===== src/rtl/seg7_scan_driver.sv =====
// rtl/seg7_scan_driver.sv - multiplexed seven-segment scan driver with double-buffered display data
//
// Scans NUM_DIGITS digits over a shared segment bus and a one-hot select bus.
// A refresh divider holds each digit for REFRESH_DIV cycles. New data is
// captured into a pending buffer by load_i and only moves into the active
// buffer at a frame boundary, so a frame never mixes old and new data.
//
// Optional build macro: LEADING_ZERO_BLANK_EN (auto-blank leading zero digits).
//
// Ports:
//   clk        system clock, rising edge
//   rst_n      synchronous active-low reset
//   digits_i   hex nibbles, digit k = [4k+3:4k]
//   dp_i       decimal point request per digit
//   blank_i    force digit dark per digit
//   load_i     capture digits_i/dp_i/blank_i into the pending buffer
//   seg_o      segments, bit6=A .. bit0=G
//   dp_o       decimal point of the selected digit
//   sel_o      one-hot digit select
//   frame_o    pulse on the first output cycle of each frame
//   pending_o  pending buffer holds uncommitted data
module seg7_scan_driver #(
  parameter int NUM_DIGITS  = 4,
  parameter int REFRESH_DIV = 1000,
  parameter int ACTIVE_LOW  = 0
) (
  input  logic                    clk,
  input  logic                    rst_n,
  input  logic [4*NUM_DIGITS-1:0] digits_i,
  input  logic [NUM_DIGITS-1:0]   dp_i,
  input  logic [NUM_DIGITS-1:0]   blank_i,
  input  logic                    load_i,
  output logic [6:0]              seg_o,
  output logic                    dp_o,
  output logic [NUM_DIGITS-1:0]   sel_o,
  output logic                    frame_o,
  output logic                    pending_o
);

  localparam int IW = (NUM_DIGITS > 1) ? $clog2(NUM_DIGITS) : 1;
  localparam int CW = (REFRESH_DIV > 1) ? $clog2(REFRESH_DIV) : 1;
  localparam logic [IW-1:0] IDX_LAST = IW'(NUM_DIGITS - 1);
  localparam logic [CW-1:0] CNT_LAST = CW'(REFRESH_DIV - 1);
  localparam logic INV = (ACTIVE_LOW != 0);

  function automatic logic [6:0] hex7(input logic [3:0] v);
    case (v)
      4'h0: hex7 = 7'h7E;
      4'h1: hex7 = 7'h30;
      4'h2: hex7 = 7'h6D;
      4'h3: hex7 = 7'h79;
      4'h4: hex7 = 7'h33;
      4'h5: hex7 = 7'h5B;
      4'h6: hex7 = 7'h5F;
      4'h7: hex7 = 7'h70;
      4'h8: hex7 = 7'h7F;
      4'h9: hex7 = 7'h7B;
      4'hA: hex7 = 7'h77;
      4'hB: hex7 = 7'h1F;
      4'hC: hex7 = 7'h4E;
      4'hD: hex7 = 7'h3D;
      4'hE: hex7 = 7'h4F;
      default: hex7 = 7'h47;
    endcase
  endfunction

  logic [CW-1:0]           cnt;
  logic [IW-1:0]           idx;
  logic [4*NUM_DIGITS-1:0] act_digits, pend_digits;
  logic [NUM_DIGITS-1:0]   act_dp, pend_dp;
  logic [NUM_DIGITS-1:0]   act_blank, pend_blank;
  logic                    pending;
  logic                    new_frame;

  logic                    tick;
  logic                    boundary;
  logic [NUM_DIGITS-1:0]   lz_blank;
  logic [NUM_DIGITS-1:0]   eff_blank;
  logic [6:0]              seg_nxt;
  logic                    dp_nxt;
  logic [NUM_DIGITS-1:0]   sel_nxt;

  assign tick     = (cnt == CNT_LAST);
  assign boundary = tick && (idx == IDX_LAST);

  // Leading-zero mask: walk down from the top digit while digits stay zero
  // with no decimal point. Digit 0 is never part of the walk.
  always_comb begin
    lz_blank = '0;
`ifdef LEADING_ZERO_BLANK_EN
    begin
      logic run;
      run = 1'b1;
      for (int k = NUM_DIGITS - 1; k >= 1; k--) begin
        run = run && (act_digits[4*k +: 4] == 4'h0) && !act_dp[k];
        lz_blank[k] = run;
      end
    end
`endif
  end

  always_comb begin
    eff_blank    = act_blank | lz_blank;
    sel_nxt      = '0;
    sel_nxt[idx] = 1'b1;
    seg_nxt      = eff_blank[idx] ? 7'h00 : hex7(act_digits[4*idx +: 4]);
    dp_nxt       = act_dp[idx] & ~eff_blank[idx];
  end

  always_ff @(posedge clk) begin
    if (!rst_n) begin
      cnt         <= '0;
      idx         <= '0;
      act_digits  <= '0;
      act_dp      <= '0;
      act_blank   <= '1;
      pend_digits <= '0;
      pend_dp     <= '0;
      pend_blank  <= '1;
      pending     <= 1'b0;
      new_frame   <= 1'b1;
      seg_o       <= {7{INV}};
      dp_o        <= INV;
      sel_o       <= {NUM_DIGITS{INV}};
      frame_o     <= 1'b0;
    end else begin
      cnt <= tick ? '0 : cnt + 1'b1;
      if (tick) idx <= (idx == IDX_LAST) ? '0 : idx + 1'b1;

      // Commit uses the pending state from before this edge; a load on the
      // boundary edge itself stays pending for the next frame.
      if (boundary && pending) begin
        act_digits <= pend_digits;
        act_dp     <= pend_dp;
        act_blank  <= pend_blank;
      end
      if (load_i) begin
        pend_digits <= digits_i;
        pend_dp     <= dp_i;
        pend_blank  <= blank_i;
        pending     <= 1'b1;
      end else if (boundary) begin
        pending <= 1'b0;
      end

      // new_frame marks that idx has just returned to 0; the output stage
      // turns it into frame_o alongside digit 0's select.
      new_frame <= boundary;
      frame_o   <= new_frame;
      seg_o     <= seg_nxt ^ {7{INV}};
      dp_o      <= dp_nxt ^ INV;
      sel_o     <= sel_nxt ^ {NUM_DIGITS{INV}};
    end
  end

  assign pending_o = pending;

endmodule


===== config.mk =====
export PLATFORM = sky130hd
export DESIGN_NAME = seg7_scan_driver
export DESIGN_NICKNAME = d
export VERILOG_FILES = /design/src/rtl/seg7_scan_driver.sv
export SDC_FILE = /design/constraint.sdc
export NUM_CORES = 1
export LEC_CHECK = 0
export ABC_AREA = 1
export BUFFER_PORTS_ARGS = -buffer_cell sky130_fd_sc_hd__buf_4
export CAP_MARGIN = 20
export CORE_MARGIN = 2
export CORE_UTILIZATION = 40
export CTS_CLUSTER_DIAMETER = 80
export DETAILED_ROUTE_END_ITERATION = 8
export PLACE_DENSITY = 0.56
export SETUP_SLACK_MARGIN = 0.02
export SKIP_CTS_REPAIR_TIMING = 1
export SYNTH_ARGS = -nofsm -noshare
export SYNTH_HDL_FRONTEND = slang
export SYNTH_SLANG_ARGS = --single-unit

===== constraint.sdc =====
create_clock -name clk -period 2.2 [get_ports clk]
set_clock_uncertainty 0.1 [all_clocks]
set_input_delay 0.22 -clock clk [delete_from_list [all_inputs] [get_ports clk]]
set_output_delay 0.22 -clock clk [all_outputs]
set_load 0.005 [all_outputs]

==> results of run 1 <==
[flip-flops by register name (all words and copies together), names as in the netlist]
register	count
dp_o	1
act_dp	4
new_frame	1
seg_o	7
pend_blank	4
frame_o	1
cnt	10
act_digits	16
pend_dp	4
pending_o	1
idx	2
pend_digits	16
sel_o	4
act_blank	4
[final cells by class]
type | instances | area (µm²) | share of cell area
multi-input combinational | 307 | 1500 | 0.387
tap | 102 | 128 | 0.0331
sequential | 75 | 1500 | 0.389
inverter | 28 | 105 | 0.0272
clock inverter | 5 | 78.8 | 0.0204
clock buffer | 10 | 128 | 0.0331
timing repair buffer | 53 | 423 | 0.110
[worst max-delay path: cells and delay by family (launching register included)]
family / cells / cell delay (ns)
flip-flops: 1 / 0.36
AO/OA/AOI/OAI: 1 / 0.35
AND/OR/NAND/NOR: 5 / 0.32
adder cells (fa/ha/maj): 1 / 0.32
buffers and inverters: 2 / 0.31
[worst min-delay path by stage]
stage | from | depth (start not counted) | endpoint | slack (ns)
2_1_floorplan | blank_i[0] | 2 | pend_blank[0] | 0.25
3_3_place_gp | new_frame | 2 | frame_o | 0.30
3_5_place_dp | new_frame | 2 | frame_o | 0.31
4_1_cts | blank_i[0] | 3 | pend_blank[0] | -0.02
5_1_grt | blank_i[3] | 3 | pend_blank[3] | 0.005
6_report | blank_i[0] | 3 | pend_blank[0] | -0.01
[routing by layer]
| metal | GRT usage | routed length [µm] |
|---|---|---|
| met3 | 0.0330 | 249 |
| met5 | 0 | 0 |
| met4 | 0.0772 | 113 |
| met1 | 0.226 | 3360 |
| met2 | 0.245 | 2730 |
[cell families after synthesis]
| kind of cell | after synthesis | share of synthesized area |
|---|---|---|
| AOI/OAI and AO/OA | 43 | 0.0687 |
| xor gates and xnor gates | 4 | 0.0110 |
| adders and majority gates | 12 | 0.0471 |
| buffers and inverters | 46 | 0.0604 |
| DFF | 75 | 0.471 |
| and+or+nand+nor | 248 | 0.342 |
[synthesized netlist by cell type, types with 4 or more instances]
master / n / area (µm²)
inv_1: 25 / 93.8
buf_2: 4 / 20.0
ha_1: 12 / 150
clkbuf_1: 11 / 41.3
o21ai_0: 26 / 130
nand3_1: 25 / 125
nand3b_1: 21 / 158
nor2_1: 99 / 372
nand2_1: 93 / 349
dfxtp_1: 75 / 1500
a21oi_1: 14 / 70.1
[power breakdown]
part | internal, mW | total, mW | switching (mW)
Clock | 0.631 | 1.12 | 0.489
Combinational | 0.0772 | 0.160 | 0.0830
Sequential | 1.40 | 1.41 | 0.0174
[cell usage in the layout, fill, tap and decap left out]
| cell type | count |
|---|---|
| xnor2_1 | 2 |
| nand2_2 | 1 |
| clkinv_1 | 1 |
| nor3_1 | 1 |
| nand3b_1 | 21 |
| a21oi_1 | 14 |
| clkbuf_1 | 1 |
| inv_1 | 25 |
| dfxtp_1 | 75 |
| xor2_1 | 2 |
| nor2_1 | 99 |
| dlygate4sd3_1 | 5 |
| nand2_1 | 93 |
| nand3_1 | 25 |
| nand4_1 | 2 |
| nor2_2 | 2 |
| o21ai_1 | 2 |
| clkbuf_8 | 9 |
| a32oi_1 | 1 |
| nor2_4 | 1 |
| clkinv_2 | 2 |
| buf_4 | 47 |
| buf_12 | 1 |
| or2_2 | 1 |
| o21ai_0 | 26 |
| nor3_4 | 1 |
| nand3_4 | 1 |
| bufinv_16 | 2 |
| clkinv_4 | 1 |
| ha_1 | 12 |
| inv_2 | 2 |
[per-stage QoR]
step | area (µm²) | util | hold WS, ns | cells | total power [mW]
after CTS | 3810 | 0.493 | -0.0229 | 575 | 2.72
after global routing | 3860 | 0.499 | 0.00515 | 580 | 2.82
final | 3860 | 0.499 | -0.0144 | 580 | 2.69
after detailed placement | 3600 | 0.466 | 0.313 | 560 | 1.60
after floorplan | 3190 | - | 0.246 | 428 | 1.53
after global placement | 3600 | 0.466 | 0.302 | 560 | 1.60
==> flow_metrics.env, run 1 <==
export IMPL_synth_seq_area_share=0.471
export IMPL_syn_avg_cell_area_um2=7.45
export IMPL_cts_clk_slew_worst_paths_ns=0.07
export IMPL_crit_end="seg_o[3]"
export IMPL_cts_root_buf="clkbuf_8"
export IMPL_wl_per_cell_um=11.1
export IMPL_start_util=0.413
export IMPL_worstMarginPinSlew_ns=0.535
export IMPL_rsz0062_at_grt="false"
export IMPL_synth_area_um2=3190
export IMPL_antenna_found_initial=0
export IMPL_vias_per_cell=4.64
export IMPL_p_per_area_nw_per_um2=698
export IMPL_rr_startpoint="idx[0]"
export IMPL_final_nets=513
export IMPL_worstPathArrival_ns=1.99
export IMPL_max_freq_mhz=540
export IMPL_yosys_warnings=0
export IMPL_crit_fanout=9
export IMPL_first_pass_iters=4
export IMPL_cts_tree="yes"
export IMPL_maxCapViolCount=0
export IMPL_finalCritPeriodShare=0.842
export IMPL_die_w_um=93.3
export IMPL_setup_viol=0
export IMPL_drive_gt1_frac=0.149
export IMPL_io_pins=41
export IMPL_hold_ws_ns=-0.0144
export IMPL_path_cells="inv_2 > nand2_1 > a32oi_1 > inv_1 > ha_1 > nand2_1 > nand2_1 > nor2_1 > nor2_1"
export IMPL_dp_hpwl_um=4480
export IMPL_reg2reg_depth=9
export IMPL_async_reset_ff_frac=0
export IMPL_finalHoldViolCount=8
export IMPL_overflow=0
export IMPL_violations="negative hold slack"
export IMPL_ys_seq_elements=75
export IMPL_num_vias=2691
export IMPL_drt_iter0_markers=122
export IMPL_core_um2=7730
export IMPL_worstSkewPairLatency_ns=0.34
export IMPL_slowest_stage="dfxtp_1"
export IMPL_crit_path_end_kind="register"
export IMPL_worst_path_most_repeated_cell="nand2_1"
export IMPL_worstPathRequired_ns=2.34
export IMPL_synth_flop_cell="dfxtp_1"
export IMPL_p_leak_nw=1.73
export IMPL_layout_setup_ws_ns=0.348
export IMPL_postRouteAntennaNets=0
export IMPL_port_buffers=40
export IMPL_cts_buffers=9
export IMPL_rr_endpoint="seg_o[3]"
export IMPL_worst_r2r_setup_slack_ns=0.35
export IMPL_grt_pass1_wl_um=11400
export IMPL_clock_sinks=75
export IMPL_n_antenna_cell=0
export IMPL_syn_inst=428
export IMPL_synth_edf_count=0
export IMPL_syn_nets=467
export IMPL_outcome="finished with violations"
export IMPL_htree_num_levels=3
export IMPL_area_delta_synth_final_pct=21.0
export IMPL_gp_congestion=0.804
export IMPL_routed_wl_um=6450
export IMPL_drv_slew=0
export IMPL_first_global_vias=2547
export IMPL_die_h_um=93.3
export IMPL_dieArea_um2=8700
export IMPL_pre_cts_ws_ns=0.349
export IMPL_nFillCells=775
export IMPL_grt_max_degree=34
export IMPL_post_route_drc_count=0
export IMPL_path_class="reg -> reg"
export IMPL_ir_drop_v=0.000320
export IMPL_crit_start="idx[0]"
export IMPL_cts_buffer_depth=2
export IMPL_gr_usage_all_layers=0.164
export IMPL_relSlewSlack=0.641
export IMPL_fin_crit_ns=1.85
export IMPL_hold_path_class="in -> reg"
export IMPL_cpPeakStageDelay_ns=0.36
export IMPL_synth_cell_types=27
export IMPL_final_setup_tns_ns=0
export IMPL_rows=32
export IMPL_startpoint_type="register"
No activity file was read; power rests on OpenSTA's default activity.
==> inputs of run 2 (changes only) <==
--- a/config.mk
+++ b/config.mk
@@ -5,7 +5,7 @@
 export SDC_FILE = /design/constraint.sdc
 export NUM_CORES = 1
 export LEC_CHECK = 0
-export ABC_AREA = 1
+export ABC_AREA = 0
 export BUFFER_PORTS_ARGS = -buffer_cell sky130_fd_sc_hd__buf_4
 export CAP_MARGIN = 20
 export CORE_MARGIN = 2
==> constraint.sdc (replaced) <==
create_clock -name clk -period 1.9 [get_ports clk]
set_clock_uncertainty 0.1 [all_clocks]
set_input_delay 0.19 -clock clk [delete_from_list [all_inputs] [get_ports clk]]
set_output_delay 0.19 -clock clk [all_outputs]
set_load 0.005 [all_outputs]
==> flow_metrics.env, run 2 <==
export IMPL_crit_path_end_kind="register"
export IMPL_die_h_um=93.0
export IMPL_grt_util_met3=0.0669
export IMPL_netlist_area_leader_share=0.473
export IMPL_yosysTopAreaCell="dfxtp_1"
export IMPL_worstPathArrival_ns=2.02
export IMPL_n_antenna_cell=0
export IMPL_layout_common_cells="70 x dfxtp_1, 60 x buf_4, 49 x mux2i_1, 43 x nor2b_1, 14 x nand2_1"
export IMPL_setup_viol=0
export IMPL_synthTopCellsByArea="dfxtp_1 47%, mux2i_1 15%, nor2b_1 8.5%"
export IMPL_overflow=0
export IMPL_cts_buffers=9
export IMPL_worstSkewPairLatency_ns=0.36
export IMPL_post_route_drc_count=0
export IMPL_fin_crit_ns=1.87
export IMPL_pre_cts_ws_ns=-0.144
export IMPL_first_global_vias=2168
export IMPL_cts_buffer_depth=2
export IMPL_port_buffers=40
export IMPL_reg_top3="act_digits x16, pend_digits x16, cnt x10"
export IMPL_layout_setup_ws_ns=0.0288
export IMPL_clock_sinks=75
export IMPL_syn_avg_cell_area_um2=10.9
export IMPL_crit_fanout=5
export IMPL_placed_cells=433
export IMPL_hold_path_class="in -> reg"
export IMPL_drt_iter0_markers=48
export IMPL_finalCritPeriodShare=0.985
export IMPL_fin_cells=472
export IMPL_yosys_warnings=0
export IMPL_synth_seq_area_share=0.473
export IMPL_ir_drop_v=0.000456
export IMPL_drive_gt1_frac=0.295
export IMPL_routed_wl_um=6250
export IMPL_worstMarginPinSlew_ns=0.440
export IMPL_outcome="finished with violations"
export IMPL_nFillCells=697
export IMPL_synth_flop_cell="dfxtp_1"
export IMPL_use_met1=0.190
export IMPL_cts_tree="yes"
export IMPL_cts_root_buf="clkbuf_8"
export IMPL_antenna_found_initial=0
export IMPL_wl_per_cell_um=13.2
export IMPL_gp_congestion=0.771
export IMPL_slowest_stage="mux4_2"
export IMPL_p_per_area_nw_per_um2=726
export IMPL_violations="negative hold slack"
export IMPL_cpPeakStageDelay_ns=0.59
export IMPL_core_um2=7690
export IMPL_synth_area_um2=3170
export IMPL_grt_pass1_wl_um=10200
export IMPL_syn_nets=330
export IMPL_path_class="reg -> reg"
export IMPL_area_delta_synth_final_pct=31.6
export IMPL_final_nets=404
export IMPL_htree_num_levels=3
export IMPL_finalHoldViolCount=9
export IMPL_max_freq_mhz=534
export IMPL_dieArea_um2=8660
export IMPL_synth_cell_types=35
export IMPL_io_pins=41
export IMPL_path_cells="mux4_2 > ha_2 > nand2_1 > o21ai_0 > a221oi_1"
export IMPL_hold_ws_ns=-0.0158
export IMPL_start_util=0.413
export IMPL_synth_edf_count=0
export IMPL_startpoint_type="register"
export IMPL_worstPathRequired_ns=2.05
export IMPL_synth_common_cells="75 x dfxtp_1, 49 x mux2i_1, 43 x nor2b_1"
export IMPL_gr_usage_all_layers=0.153
export IMPL_async_reset_ff_frac=0
export IMPL_first_pass_iters=4
export IMPL_syn_inst=291
export IMPL_multiInputGateArea_um2=1600
export IMPL_cts_clk_slew_worst_paths_ns=0.08
export IMPL_dpl_cell_area_um2=3640
export IMPL_p_leak_nw=1.68
export IMPL_use_met2=0.236
export IMPL_num_vias=2229
export IMPL_die_w_um=93.0
export IMPL_final_util=0.543
export IMPL_relSlewSlack=0.707
export IMPL_fin_area_um2=4170
export IMPL_drv_slew=0
export IMPL_maxCapViolCount=0
export IMPL_final_common_cell="dfxtp_1"
export IMPL_vias_per_cell=4.72
export IMPL_busiest_layer="met2"
export IMPL_yosysMostFrequentCell="dfxtp_1"
export IMPL_ys_seq_elements=75
export IMPL_postRouteAntennaNets=0
export IMPL_dp_hpwl_um=3900
export IMPL_grt_max_degree=34
export IMPL_seqCellArea_um2=1510
export IMPL_rows=32
export IMPL_rsz0062_at_grt="true"
[run 2: changes by cell type after synthesis, moves of 14 or more]
cell      change
nor2_1       -89
nand2_1      -78
mux2i_1      +49
nor2b_1      +43
nand3_1      -22
nand3b_1     -21
o21ai_0      -21
inv_1        -14
[run 2: cell families (layout without fill, tap and decap cells)]
logic type | Yosys count | count (layout) | share of synthesized area
xor+xnor | 8 | 8 | 0.0221
flops | 75 | 75 | 0.473
mux | 55 | 55 | 0.202
simple gates | 95 | 95 | 0.174
compound gates | 17 | 17 | 0.0371
buf+inv | 29 | 108 | 0.0438
fa+ha+maj | 12 | 12 | 0.0473
[run 2: area by class of cell]
class / instances / share of cell area
Multi-Input combinational cell: 187 / 0.384
Tap cell: 102 / 0.0306
Clock inverter: 6 / 0.0156
Inverter: 11 / 0.0105
Clock buffer: 10 / 0.0306
Sequential cell: 75 / 0.362
Timing Repair Buffer: 81 / 0.167
[run 2: where the power goes]
group / total [mW] / leakage, nW / switching (mW) / internal, mW
clock: 1.21 / 0.0966 / 0.604 / 0.609
sequential: 1.63 / 0.613 / 0.0234 / 1.61
combinational: 0.182 / 0.972 / 0.0680 / 0.114
[run 2: metrics by stage]
stage	power, mW	hold slack, ns	setup TNS, ns
2_1_floorplan	1.76	0.218	-0.00263
3_3_place_gp	1.83	0.303	-0.462
3_5_place_dp	1.83	0.312	-1.71
4_1_cts	3.05	-0.0773	-2.17
5_1_grt	3.17	0.00356	-0.133
6_report	3.03	-0.0158	0
[run 2: layer usage]
metal | part of all wire | wire, µm
met1 | 0.47 | 2950
met2 | 0.48 | 2980
met3 | 0.036 | 224
met5 | 0 | 0
met4 | 0.015 | 93
[run 2: final timing paths]
check / startpoint / slack [ns] / endpoint / depth (start not counted)
setup / recovery: idx[0] / 0.03 / seg_o[1] / 5
hold / removal: digits_i[15] / -0.02 / pend_digits[15] / 3
setup reg to reg: idx[0] / 0.03 / seg_o[1] / 5
hold reg to reg: new_frame / 0.34 / frame_o / 1
[run 2: critical path: cells and delay by family (launching register included)]
family | cells | cell delay (ns)
multiplexers | 1 | 0.59
AND/OR/NAND/NOR | 1 | 0.07
adder cells (fa/ha/maj) | 1 | 0.23
flip-flops | 1 | 0.40
AO/OA/AOI/OAI | 2 | 0.38
